**src/rtl/dmem_arbiter.sv**
```systemverilog
// Two-port round-robin arbiter in front of a single-ported data memory.
// Each granted access takes three cycles: grant/latch, memory access, response.
`timescale 1ns/1ps

module dmem_arbiter #(
    parameter int ADDR_W     = 64,
    parameter int DATA_W     = 64,
    parameter int DEPTH_LOG2 = 6
) (
    input  logic              clock,
    input  logic              reset_n,
    input  logic              a_req,
    input  logic              a_we,
    input  logic [ADDR_W-1:0] a_addr,
    input  logic [DATA_W-1:0] a_wdata,
    output logic              a_gnt,
    output logic              a_rvalid,
    output logic [DATA_W-1:0] a_rdata,
    output logic              a_err,
    input  logic              b_req,
    input  logic              b_we,
    input  logic [ADDR_W-1:0] b_addr,
    input  logic [DATA_W-1:0] b_wdata,
    output logic              b_gnt,
    output logic              b_rvalid,
    output logic [DATA_W-1:0] b_rdata,
    output logic              b_err,
    output logic              mem_read,
    output logic              mem_write,
    output logic [ADDR_W-1:0] mem_address,
    output logic [DATA_W-1:0] mem_write_data,
    input  logic [DATA_W-1:0] mem_read_data
);

    typedef enum logic [1:0] {IDLE, ISSUE, RESP} state_t;

    state_t              state, state_next;
    logic                last_b;
    logic                grant_a, grant_b;
    logic                cmd_port;
    logic                cmd_we;
    logic [ADDR_W-1:0]   cmd_addr;
    logic [DATA_W-1:0]   cmd_wdata;
    logic                addr_err;
    logic [DATA_W-1:0]   a_rdata_q, b_rdata_q;
    logic                a_err_q, b_err_q;

    // Grants are gated by reset_n so nothing is granted while reset is held.
    always_comb begin
        grant_a = 1'b0;
        grant_b = 1'b0;
        if (state == IDLE && reset_n) begin
            if (a_req && b_req) begin
                grant_a = last_b;
                grant_b = !last_b;
            end else begin
                grant_a = a_req;
                grant_b = b_req;
            end
        end
    end

    assign addr_err = (|cmd_addr[2:0]) || (|cmd_addr[ADDR_W-1:DEPTH_LOG2+3]);

    always_ff @(posedge clock or negedge reset_n) begin
        if (!reset_n) begin
            state <= IDLE;
        end else begin
            state <= state_next;
        end
    end

    always_comb begin
        state_next = state;
        case (state)
            IDLE:    if (grant_a || grant_b) state_next = ISSUE;
            ISSUE:   state_next = RESP;
            RESP:    state_next = IDLE;
            default: state_next = IDLE;
        endcase
    end

    // Command latch, round-robin pointer and per-port response registers.
    always_ff @(posedge clock or negedge reset_n) begin
        if (!reset_n) begin
            last_b    <= 1'b1;
            cmd_port  <= 1'b0;
            cmd_we    <= 1'b0;
            cmd_addr  <= '0;
            cmd_wdata <= '0;
            a_rdata_q <= '0;
            b_rdata_q <= '0;
            a_err_q   <= 1'b0;
            b_err_q   <= 1'b0;
        end else begin
            if (grant_a || grant_b) begin
                last_b    <= grant_b;
                cmd_port  <= grant_b;
                cmd_we    <= grant_b ? b_we    : a_we;
                cmd_addr  <= grant_b ? b_addr  : a_addr;
                cmd_wdata <= grant_b ? b_wdata : a_wdata;
            end
            if (state == ISSUE) begin
                a_rdata_q <= (!cmd_port && !cmd_we && !addr_err) ? mem_read_data : '0;
                b_rdata_q <= ( cmd_port && !cmd_we && !addr_err) ? mem_read_data : '0;
                a_err_q   <= !cmd_port && addr_err;
                b_err_q   <=  cmd_port && addr_err;
            end else begin
                a_rdata_q <= '0;
                b_rdata_q <= '0;
                a_err_q   <= 1'b0;
                b_err_q   <= 1'b0;
            end
        end
    end

    always_comb begin
        a_gnt          = grant_a;
        b_gnt          = grant_b;
        a_rvalid       = (state == RESP) && !cmd_port;
        b_rvalid       = (state == RESP) &&  cmd_port;
        a_rdata        = a_rdata_q;
        b_rdata        = b_rdata_q;
        a_err          = a_err_q;
        b_err          = b_err_q;
        mem_read       = 1'b0;
        mem_write      = 1'b0;
        mem_address    = '0;
        mem_write_data = '0;
        if (state == ISSUE && !addr_err) begin
            mem_read       = !cmd_we;
            mem_write      = cmd_we;
            mem_address    = cmd_addr;
            mem_write_data = cmd_wdata;
        end
    end

endmodule

```
**config.mk**
```make
export PLATFORM = sky130hd
export DESIGN_NAME = dmem_arbiter
export DESIGN_NICKNAME = d
export VERILOG_FILES = /design/src/rtl/dmem_arbiter.sv
export SDC_FILE = /design/constraint.sdc
export NUM_CORES = 1
export LEC_CHECK = 0
export BUFFER_PORTS_ARGS = -buffer_cell sky130_fd_sc_hd__buf_2
export CAP_MARGIN = 20
export CORE_AREA = 2 2 231 233
export CTS_BUF_LIST = sky130_fd_sc_hd__clkbuf_4 sky130_fd_sc_hd__clkbuf_8 sky130_fd_sc_hd__clkbuf_16
export DETAILED_ROUTE_END_ITERATION = 16
export DIE_AREA = 0 0 233 235
export HOLD_SLACK_MARGIN = 0.02
export SLEW_MARGIN = 20
export SYNTH_ARGS = -nofsm -noshare
export SYNTH_HDL_FRONTEND = slang
export SYNTH_SLANG_ARGS = --single-unit
```
**constraint.sdc**
```tcl
create_clock -name clock -period 2.15 [get_ports clock]
set_input_delay 0.3225 -clock clock [delete_from_list [all_inputs] [get_ports clock]]
set_output_delay 0.3225 -clock clock [all_outputs]
set_load 0.02 [all_outputs]
```
**After elaboration in Yosys (flattened, before gate mapping)**

Index checks and enable logic that the tools add are counted.

- $add $sub $neg: 0
- Multipliers: 0
- Divide/modulo/power cells: 0
- Magnitude comparators: 0
- Eq/ne operators: 3
- Shift-type cells: 0
- Multiplexer cells: 19
- Bitwise gates (word level): 0
- Reduce and logical (&&, ||, !) cells: 20

Operators by type and width:

| cell | count |
|---|---|
| two-way mux 64 bit | 8 |
| OR reduction 55 bit | 1 |
| logical AND 1 bit | 11 |
| two-way mux 1 bit | 9 |
| logical NOT 1 bit | 4 |
| case mux 2 bit (2 select lines) | 1 |
| OR reduction 3 bit | 1 |
| equality test 2 x 1 -> 1 bit, second input constant | 1 |
| equality test 2 bit, second input constant | 1 |
| logical NOT 2 bit | 1 |
| logical OR 1 bit | 2 |
| two-way mux 2 bit | 1 |
| != test 2 x 1 -> 1 bit, second input constant | 1 |

- Bits in registers: 263
- Latch bits: 0
- Memory bits (writable): 0
- Bits in read-only memories: 0
- Bits of input ports: 326
- Word-level logic and storage cells: 52
- Memories kept: 0

**Depth between registers and ports, before layout**

- Depth in word-level cells: 6
- Depth in mapped cells: 7
- Mapped depth without buffers: 5

**Least setup slack after synthesis**

OpenSTA, ideal clock, no wires.

- Path kind: reg-to-output
- From: register cmd_addr[32]
- To: output port mem_write
- Arrival: 2.060 ns
- Setup slack: -0.232 ns
- Stages on the path, launching flop included: 7
- Buffers on the path: 2
- Cell sequence: dfrtp_1 nor4_1 nand4_1 or4_1 buf_2 clkbuf_1 nor3_1

- Cells in the longest elaborated chain, start to end: 5

Ends and longest elaborated chain:

| item | RTL line | source |
|---|---|---|
| from (decl) | 42 | `logic [ADDR_W-1:0] cmd_addr;` |
| from (signal assigned) | 100 | `cmd_addr <= grant_b ? b_addr : a_addr;` |
| OR reduction 55 bit | 63 | `assign addr_err = (\|cmd_addr[2:0]) \|\| (\|cmd_addr[ADDR_W-1:DEPTH_LOG2+3]);` |
| logical OR 1 bit | 63 |  |
| logical NOT 1 bit | 130 | `if (state == ISSUE && !addr_err) begin` |
| logical AND 1 bit | 130 |  |
| two-way mux 1 bit | 130 |  |
| to (decl) | 29 | `output logic mem_write,` |

No other way between the ends.

**Final worst setup path**

- From: register cmd_addr[9]
- To: output port mem_write_data[8]

- Cells in the longest elaborated chain, start to end: 5

Ends and longest elaborated chain:

| item | RTL line | source |
|---|---|---|
| OR reduction 55 bit | 63 |  |
| logical OR 1 bit | 63 |  |
| logical NOT 1 bit | 130 |  |
| logical AND 1 bit | 130 |  |
| two-way mux 64 bit | 130 |  |
| to (decl) | 31 | `output logic [DATA_W-1:0] mem_write_data,` |

No other way between the ends.

==> results.ini <==
[routing]
vias_per_cell=4.80
routed_wl_mm=56.1
num_vias=14100
drc_errors=0
antenna_left=0
routedWlPerCell_um=19.0
dr.pass1.iters=7
drt_iter0_drc=947

[timing]
min_period_ns=3.19
setup_violations=203
setup_slack_ns=-1.04
slew_viol_final=0
fin_crit_sh_pct=148
hold_violations=0
holdWs_ns=0.0471
rsz0062_at_grt=true
relSlewSlack_pct=45.2
worst_pin_slew_ns=0.822
finalClockSkew_ns=0.0167
timing.fmax_mhz=313

[logic_synthesis]
synth_cells=1413
synth_edf_count=0
syn_avg_cell_area_um2=9.21
yosysSeqAreaShare_pct=50.6
synth-seq-cells=263
synthDistinctLibCells=27
synth_flop_cell=dfrtp_1
async_reset_ff_share_pct=100
synth_area_leaders=dfrtp_1 (50%), nor3_2 (14%), nand2_1 (9.6%), a31oi_1 (6.3%), nand3_1 (5.0%)
synth_largest_area_cell=dfrtp_1
yosysWarningCount=0
synthesis.area_mm2=0.0130
synth_top_area_share_pct=50.4

[floorplanning]
core.rowCount=84
io_pins=590
die_x_um=233
core-area_mm2=0.0522
die_h_um=235
die-area_mm2=0.0548
start_util_pct=24.9

[power]
p_int_uw=11500
seq_power_share_pct=40.6
p_sw_uw=6160
p_leak_uw=0.0109
powerDensity_mw_per_mm2=798
share_comb_of_total_power_pct=29.1
switching_share_pct=34.9
peakVddDrop_uv=562
power_frac_clock_pct=30.3

[final_layout]
final_common_cell=buf_2
fin_nets=2562
drive_gt1_share_pct=41.5
multi_input_area_mm2=0.00614
seqCellArea_mm2=0.00659
fin_cells=2947
layout_common_cells=buf_2 (457), nand2_1 (333), dlygate4sd3_1 (265)
fillCellCount=4726
area_growth_pct=70.0

[critical_path]
cp.arrival_ns=2.87
cp_slowest_cell=or4_4
worstSetupStartpointType=flip-flop
required_ns=1.83
worstPathCellList=nor4_1, nand2_1, or4_4, buf_12, buf_12, buf_6, nor3_2, buf_4
path_class=reg -> out
cp-end-kind=output port
r2r_setup_slack_ns=-0.65
crit_buf_inv=4
cp_top_family=simple AND/OR/NAND/NOR gates
slowest_delay_ns=0.56
critPathMaxFanout=6
crit_top_cell=buf_12

[clocking]
clk_pin_slew_ns=0.07
root_buffer=clkbuf_16
clkSinkCount=263
cts.htree.levels=1
cts_inserted_buffers=29
cts_tree=done
clock_latency_ns=0.57
cts_buffer_depth=3

[global_routing]
grt_max_degree=147
grt_usage_pct=19.2
antenna_found_initial=2
grt-ovfl-total=0
grt_pass1_vias=14500
grt_pass1_wl_mm=82.0

[flow_run]
cap_violations=0

[place]
finalWeightedCongestion=0.891
post-dp-hpwl_mm=33.9
place_inst=2583
port_buffers=531

[hold_path]
min_path_type=in -> reg

[outcome]
status=finished with violations
violations=setup timing

## area by class of cell
class	instances	area share (%)
multi-input combinational	1010	27.8
inverter	3	0.108
clock buffer	39	3.73
tap	688	3.89
antenna	1	0.0113
sequential	263	29.8
clock inverter	14	0.877
timing repair buffer	929	33.8
## per-layer routing
layer | GRT usage, % | part of all wire [%] | vias to the layer above | routed length [µm]
met4 | 9.57 | 5.1 | 2 | 2880
met1 | 22.0 | 37 | 6788 | 20900
met3 | 3.07 | 7.5 | 181 | 4210
li1 | - | - | 6340 | -
met5 | 0 | 0.023 | - | 13
met2 | 34.2 | 50 | 832 | 28100
## registers in the layout (all words and copies together), names as in the netlist
signal and cells:
b_err 1, a_err 1, a_rdata 64, cmd_wdata 64
state 2, cmd_addr 64, cmd_port 1, last_b 1
cmd_we 1, b_rdata 64
## worst register-to-register path: cells and delay by family (launching register included)
kind / cells / cell delay (ns)
AND/OR/NAND/NOR: 4 / 1.27
buffers and inverters: 7 / 1.08
flip-flops: 1 / 0.38
## metrics by stage
| step | worst slack (ns) | instance area [µm²] | total power [µW] | utilization (%) | TNS (ns) |
|---|---|---|---|---|---|
| after floorplan | -0.143 | 13200 | 9710 | - | -10.09 |
| after global placement | -0.485 | 16600 | 11600 | 31.8 | -67.74 |
| after detailed placement | -0.503 | 16600 | 11600 | 31.8 | -68.29 |
| after CTS | -1.06 | 21700 | 17600 | 41.5 | -137.53 |
| after global routing | -1.14 | 22100 | 18600 | 42.3 | -142.56 |
| final | -1.04 | 22100 | 17600 | 42.3 | -121.83 |
## repair_timing
item                       in CTS  in global routing
resized for setup             191                 69
hold buffers                  265                  0
gates cloned                   21                  1
setup buffers                  22                  3
hold endpoints to repair      487                  0
pin swaps                      79                 17
setup endpoints to repair     204                219
## kinds of logic (layout without fill, tap and decap cells)
family          Yosys count  after routing  share of synthesized area (%)
simple gates            818            818                           34.2
flops                   263            263                           50.6
buf+inv                 197            985                           8.65
other cells               1             59                         0.0288
compound gates          134            134                           6.48
## Yosys cell counts (14+ instances only)
cell type	number
a31oi_1	130
nand2_1	333
clkbuf_1	83
buf_6	19
nor2_1	132
nand3_1	131
nor3_1	19
buf_4	58
nor3_2	180
dfrtp_1	262
buf_1	22
nor4_1	14
## path summary, 6_finish.rpt
path                                     from                end  cells after the start
worst max-delay path              cmd_addr[9]  mem_write_data[8]                      8
worst min-delay path              b_wdata[29]      cmd_wdata[29]                      3
worst max register to register    cmd_addr[9]         a_rdata[5]                     11
worst min register to register  cmd_wdata[29]      cmd_wdata[29]                      2
max in group asynchronous             reset_n        a_rdata[28]                      3
min in group asynchronous             reset_n           cmd_port                      3
## power by group through the flow
| stage | clock, µW | combinational, µW | sequential [µW] |
|---|---|---|---|
| floorplan | 0 | 2870 | 6840 |
| global placement | 0 | 4450 | 7100 |
| detailed placement | 0 | 4490 | 7150 |
| CTS | 5460 | 5010 | 7120 |
| global route | 5670 | 5640 | 7310 |
| finish | 5350 | 5130 | 7160 |
(Power assumes the default switching activity.)
